===== config.mk =====
export PLATFORM = sky130hd
export DESIGN_NAME = reg_file_param
export DESIGN_NICKNAME = d
export VERILOG_FILES = /design/src/rtl/reg_file_param.sv
export SDC_FILE = /design/constraint.sdc
export NUM_CORES = 2
export LEC_CHECK = 0
export CAP_MARGIN = 10
export CORE_MARGIN = 10
export CORE_UTILIZATION = 38
export CTS_CLUSTER_DIAMETER = 30
export DETAILED_ROUTE_END_ITERATION = 8
export GPL_TIMING_DRIVEN = 0
export HOLD_SLACK_MARGIN = 0.05
export PLACE_DENSITY_LB_ADDON = 0.3
export SETUP_SLACK_MARGIN = 0.02
export SLEW_MARGIN = 20
export SYNTH_ARGS = -nofsm -noshare
export SYNTH_HDL_FRONTEND = slang
export SYNTH_SLANG_ARGS = --single-unit

===== constraint.sdc =====
create_clock -name clk -period 2.3 [get_ports clk]
set_input_delay 0.46 -clock clk [delete_from_list [all_inputs] [get_ports clk]]
set_output_delay 0.46 -clock clk [all_outputs]
set_load 0.1 [all_outputs]

===== src/rtl/reg_file_param.sv =====
// rtl/reg_file_param.sv - parametrised 2R/1W register file with masked writes, bypass and sequenced clear
// Reads are registered; the clear engine sweeps one entry per cycle while busy is high.
module reg_file_param #(
  parameter int DATA_W  = 32,
  parameter int DEPTH   = 32,
  parameter int ADDR_W  = 5,
  parameter int R0_ZERO = 1,
  parameter int BYPASS  = 1
) (
  input  logic                 clk,
  input  logic                 reset,
  input  logic                 enable,
  input  logic                 read_en,
  input  logic                 write_en,
  input  logic [ADDR_W-1:0]    read_addr1,
  input  logic [ADDR_W-1:0]    read_addr2,
  input  logic [ADDR_W-1:0]    write_addr,
  input  logic [DATA_W-1:0]    data,
  input  logic [DATA_W/8-1:0]  wr_mask,
  input  logic                 clear_req,
  output logic [DATA_W-1:0]    read_out1,
  output logic [DATA_W-1:0]    read_out2,
  output logic                 read_valid,
  output logic                 busy
);

  localparam int NB = DATA_W / 8;
  localparam logic [ADDR_W:0]   DEPTH_A  = (ADDR_W + 1)'(DEPTH);
  localparam logic [ADDR_W-1:0] LAST_IDX = ADDR_W'(DEPTH - 1);

  typedef enum logic {IDLE, CLEAR} state_t;

  state_t              state_q, state_d;
  logic [ADDR_W-1:0]   idx_q, idx_d;
  logic [DATA_W-1:0]   mem_q [DEPTH];
  logic [DATA_W-1:0]   rd1_q, rd1_d, rd2_q, rd2_d;
  logic                valid_q, valid_d;
  logic                access, wr_ok;
  logic [DATA_W-1:0]   old_w, merged;

  function automatic logic in_range(input logic [ADDR_W-1:0] a);
    return {1'b0, a} < DEPTH_A;
  endfunction

  // Resolves one read port: out-of-range and hardwired r0 read zero, bypass forwards the merged write.
  function automatic logic [DATA_W-1:0] port_val(input logic [ADDR_W-1:0] a,
                                                 input logic [DATA_W-1:0] entry,
                                                 input logic wok,
                                                 input logic [ADDR_W-1:0] wa,
                                                 input logic [DATA_W-1:0] mg);
    if (!in_range(a) || (R0_ZERO != 0 && a == '0)) return '0;
    if (BYPASS != 0 && wok && a == wa) return mg;
    return entry;
  endfunction

  assign access = enable && (state_q == IDLE) && !clear_req;
  assign wr_ok  = access && write_en && in_range(write_addr) &&
                  !(R0_ZERO != 0 && write_addr == '0);
  assign old_w  = in_range(write_addr) ? mem_q[write_addr] : '0;

  always_comb begin
    merged = old_w;
    for (int b = 0; b < NB; b++) begin
      if (wr_mask[b]) merged[8*b +: 8] = data[8*b +: 8];
    end
  end

  always_comb begin
    state_d = state_q;
    idx_d   = idx_q;
    rd1_d   = rd1_q;
    rd2_d   = rd2_q;
    valid_d = 1'b0;
    case (state_q)
      IDLE: begin
        if (clear_req) begin
          state_d = CLEAR;
          idx_d   = '0;
        end else if (access && read_en) begin
          rd1_d   = port_val(read_addr1, mem_q[read_addr1], wr_ok, write_addr, merged);
          rd2_d   = port_val(read_addr2, mem_q[read_addr2], wr_ok, write_addr, merged);
          valid_d = 1'b1;
        end
      end
      CLEAR: begin
        idx_d = idx_q + 1'b1;
        if (idx_q == LAST_IDX) state_d = IDLE;
      end
      default: state_d = IDLE;
    endcase
  end

  always_ff @(posedge clk or negedge reset) begin
    if (!reset) begin
      state_q <= IDLE;
      idx_q   <= '0;
      rd1_q   <= '0;
      rd2_q   <= '0;
      valid_q <= 1'b0;
    end else begin
      state_q <= state_d;
      idx_q   <= idx_d;
      rd1_q   <= rd1_d;
      rd2_q   <= rd2_d;
      valid_q <= valid_d;
    end
  end

  always_ff @(posedge clk or negedge reset) begin
    if (!reset) begin
      for (int i = 0; i < DEPTH; i++) mem_q[i] <= '0;
    end else if (state_q == CLEAR) begin
      mem_q[idx_q] <= '0;
    end else if (wr_ok) begin
      mem_q[write_addr] <= merged;
    end
  end

  assign read_out1  = rd1_q;
  assign read_out2  = rd2_q;
  assign read_valid = valid_q;
  assign busy       = (state_q == CLEAR);

endmodule


==> metrics.md <==
| Metric | Value |
|---|---|
| Setup violations, final | 952 |
| Combined area of the multi-input logic cells | 0.0361 sq mm |
| Cell area after layout | 0.0890 sq mm |
| DR vias/cell | 7.87 |
| Req. time, crit path | 3140 ps |
| Worst hold slack | -606 ps |
| Ys flop type | dfrtp_1 |
| Placed cell area | 0.0705 sq mm |
| First-pass GRT wire length | 564000 microns |
| Area growth, synth to finish | 37.2% |
| Met2 wire len | 169000 microns |
| Async set or reset register ratio after synthesis | 100% |
| Count leader, synth | dfrtp_1 |
| P_int | 0.0571 W |
| Row count | 151 |
| Placeable Area | 0.169 sq mm |
| Clk_lat worst skew | 990 ps |
| Syn Std Cell Area | 0.0649 sq mm |
| Sequential area share after synthesis | 42.2% |
| I/O Buffers | 117 |
| Clock skew | 52.3 ps |
| Worst IR drop on VDD | 0.799 mV |
| Syn avg cell area | 13.3 sq um |
| CTS buffer count | 314 |
| Antenna-violating nets left | 0 |
| Worst Max-Slew Pin Slew | 1240 ps |
| Total Wirelength | 443000 microns |
| Iteration-0 DRC count of the detailed router | 11689 |
| First-pass DRT Iterations | 9 |
| Tot Pwr | 0.0847 W |
| Clock Power Share | 54.3% |
| Die Area | 0.188 sq mm |
| Die Width | 433 microns |
| Met3 Wirelength | 73200 microns |
| Net Sw Frac | 32.5% |
| Largest net degree at the start of global routing | 139 |
| DR WL/cell | 54.7 microns |
| CTS tree | built |
| Final hold vios | 215 |
| Clock Sinks | 1095 |
| Post-synth top area cell | dfrtp_1 |
| Crit start category | input pin |
| Routed length on met1 | 148000 microns |
| Io pins | 123 |
| Minimum clock period | 2680 ps |
| Crit end category | flip-flop |
| Slew Viols, Final | 0 |
| Die Y | 433 microns |
| Sequential Power Share | 24.7% |
| Share of the synthesized area in the top cell type | 42.2% |
| Lkg Pwr | 39.2 nW |
| Mapped Cells | 4884 |
| Routed vias | 63686 |
| Top layer used by detailed routing | met5 |
| Max-cap violations | 0 |
| Synth unique cells | 79 |
| Failing checks | negative hold slack, negative setup slack |
| Power per standard cell area | 951 mW/mm^2 |
| Critical R2R Launch | busy$_DFF_PN0_ |
| Comb power frac | 21.0% |
| Number of global-route vias before repair | 60385 |
| Status | finished with violations |
| Tot GR Track Use | 45.0% |
| Setup ws final | -378 ps |
| Seq. cell area | 0.0274 sq mm |
| Crit-path max FO | 10 |
| CP arrival | 3520 ps |
| Fin crit share | 116% |
| # fillers | 14040 |
| Place WS | -3180 ps |
| CP startpoint | read_addr2[2] |
| DP Wirelength | 298000 microns |
| Drt drc | 0 |
| Final #Nets | 5662 |
| Fmax | 0.373 GHz |
| Initial core utilization | 38.3% |
| Root buf cell | clkbuf_16 |
| Unrepaired setup endpoints after global routing | true |
| GP Congestion | 1.09 |
| Net count after synthesis | 4946 |
| Initial antenna violation count | 31 |
| Aggregate global routing overflow | 0 |
| Synthesis warning total | 0 |
| Top cells by area, synth | dfrtp_1 (42%), mux4_2 (20%), a22o_1 (13%), mux2i_1 (8.6%), a22oi_1 (2.7%) |
| Reg clk slew, reported paths | 50 ps |
| Critical path type | in2reg |
| CTS max path bufs | 4 |
| Top post-synthesis cells by count | dfrtp_1 (1095), a22o_1 (970), mux4_2 (588), mux2i_1 (558), clkbuf_1 (272) |
| Synth Register Bits | 1095 |
| Setup TNS | -109300 ps |
| Hold Crit Class | in2async |
| Switching pwr | 0.0275 W |
| Share of layout cells above drive strength 1 | 40.1% |
| Post-synth EDFFs | 0 |
| H-tree depth | 5 |
| Relative slew slack | 17.2% |
worst paths after layout:
path                                        endpoint  slack [ps]  depth (start not counted)
max                         read_out2[7]$_DFFE_PN0P_        -380                          9
min                           mem_q[889]$_DFFE_PN0P_        -610                          1
max reg2reg                   mem_q[517]$_DFFE_PN0P_        -370                          7
min reg2reg                read_out1[19]$_DFFE_PN0P_         490                          2
max in group asynchronous             busy$_DFF_PN0_         500                          4
min in group clk              mem_q[335]$_DFFE_PN0P_         260                          4
cell type report:
type                    instances  share of cell area [%]
plain buffers                 587                    7.34
flip-flops and latches       1095                    30.8
diodes                         41                   0.115
clock buffers                 400                    9.89
well taps                    2218                    3.12
inverters                      16                  0.0801
repair buffers                418                    5.79
multi-input cells            3168                    40.5
clock inverters               146                    2.37
state kept, by name, summed over array words and instances (netlist names):
name / flops
read_out1: 32
mem_q: 1024
read_out2: 32
read_valid: 1
idx_q: 5
busy: 1
cell families after synthesis:
| group | share of synthesized area [%] |
|---|---|
| and+or+nand+nor | 3.65 |
| xor gates and xnor gates | 0.162 |
| AOI/OAI and AO/OA | 19.9 |
| DFF | 42.2 |
| adders and majority gates | 0.0965 |
| buffers and inverters | 4.82 |
| muxes | 29.2 |
through the flow:
step / std cells / utilization [%] / hold slack [ps]
after CTS: 7889 / 50.1 / -553
after global routing: 8053 / 52.5 / -556
after global placement: 7219 / 40.9 / 478
final: 8089 / 52.5 / -606
after detailed placement: 7258 / 41.6 / 411
after floorplan: 4884 / - / 164
power by group through the flow:
| stage | Sequential, W | Clock [W] | Combinational, W |
|---|---|---|---|
| after floorplan | 0.0239 | 0 | 0.00474 |
| after global placement | 0.0211 | 0 | 0.0139 |
| after detailed placement | 0.0211 | 0 | 0.0145 |
| after CTS | 0.0208 | 0.0455 | 0.0152 |
| after global routing | 0.0209 | 0.0467 | 0.0175 |
| final | 0.0209 | 0.0460 | 0.0178 |
placed cells by master, fill, tap and decap left out, drive strengths merged, types with 27 or more instances in the layout:
cell / Yosys / routed
o22ai: 83 / 83
a211oi: 29 / 29
nand3: 50 / 50
and3: 27 / 27
clkbuf: 273 / 611
clkinvlp: 0 / 28
nor2b: 43 / 43
clkinv: 1 / 65
nand2: 147 / 147
diode: 0 / 41
clkdlybuf4s50: 0 / 43
and2: 45 / 45
a22oi: 234 / 234
a221o: 36 / 36
dfrtp: 1095 / 1095
buf: 332 / 730
a22o: 970 / 970
mux2i: 558 / 558
a21oi: 56 / 56
nor2: 61 / 61
bufinv: 0 / 49
mux4: 588 / 588
worst max-delay path, cell delays in order:
cell and delay (ps):
clkbuf_4 300, buf_6 330, buf_4 390, buf_2 620, mux4_2 440, mux2i_1 340
a22oi_1 120, and3_4 210, a221o_1 260
metal layers:
| metal | vias to the layer above | global-route usage, % |
|---|---|---|
| met2 | 7054 | 59.2 |
| met4 | 26 | 39.8 |
| met1 | 32565 | 51.0 |
| met5 | - | 4.58 |
| li1 | 21641 | - |
| met3 | 2400 | 25.7 |
what timing repair did:
item	4_1_cts	5_1_grt
pin swaps	51	69
gates resized for setup	921	811
gates cloned	4	24
setup endpoints to repair	1152	1304
buffers inserted	89	143
endpoints found under the hold margin	282	229
Note: power is estimated with default switching activity, not from simulation.
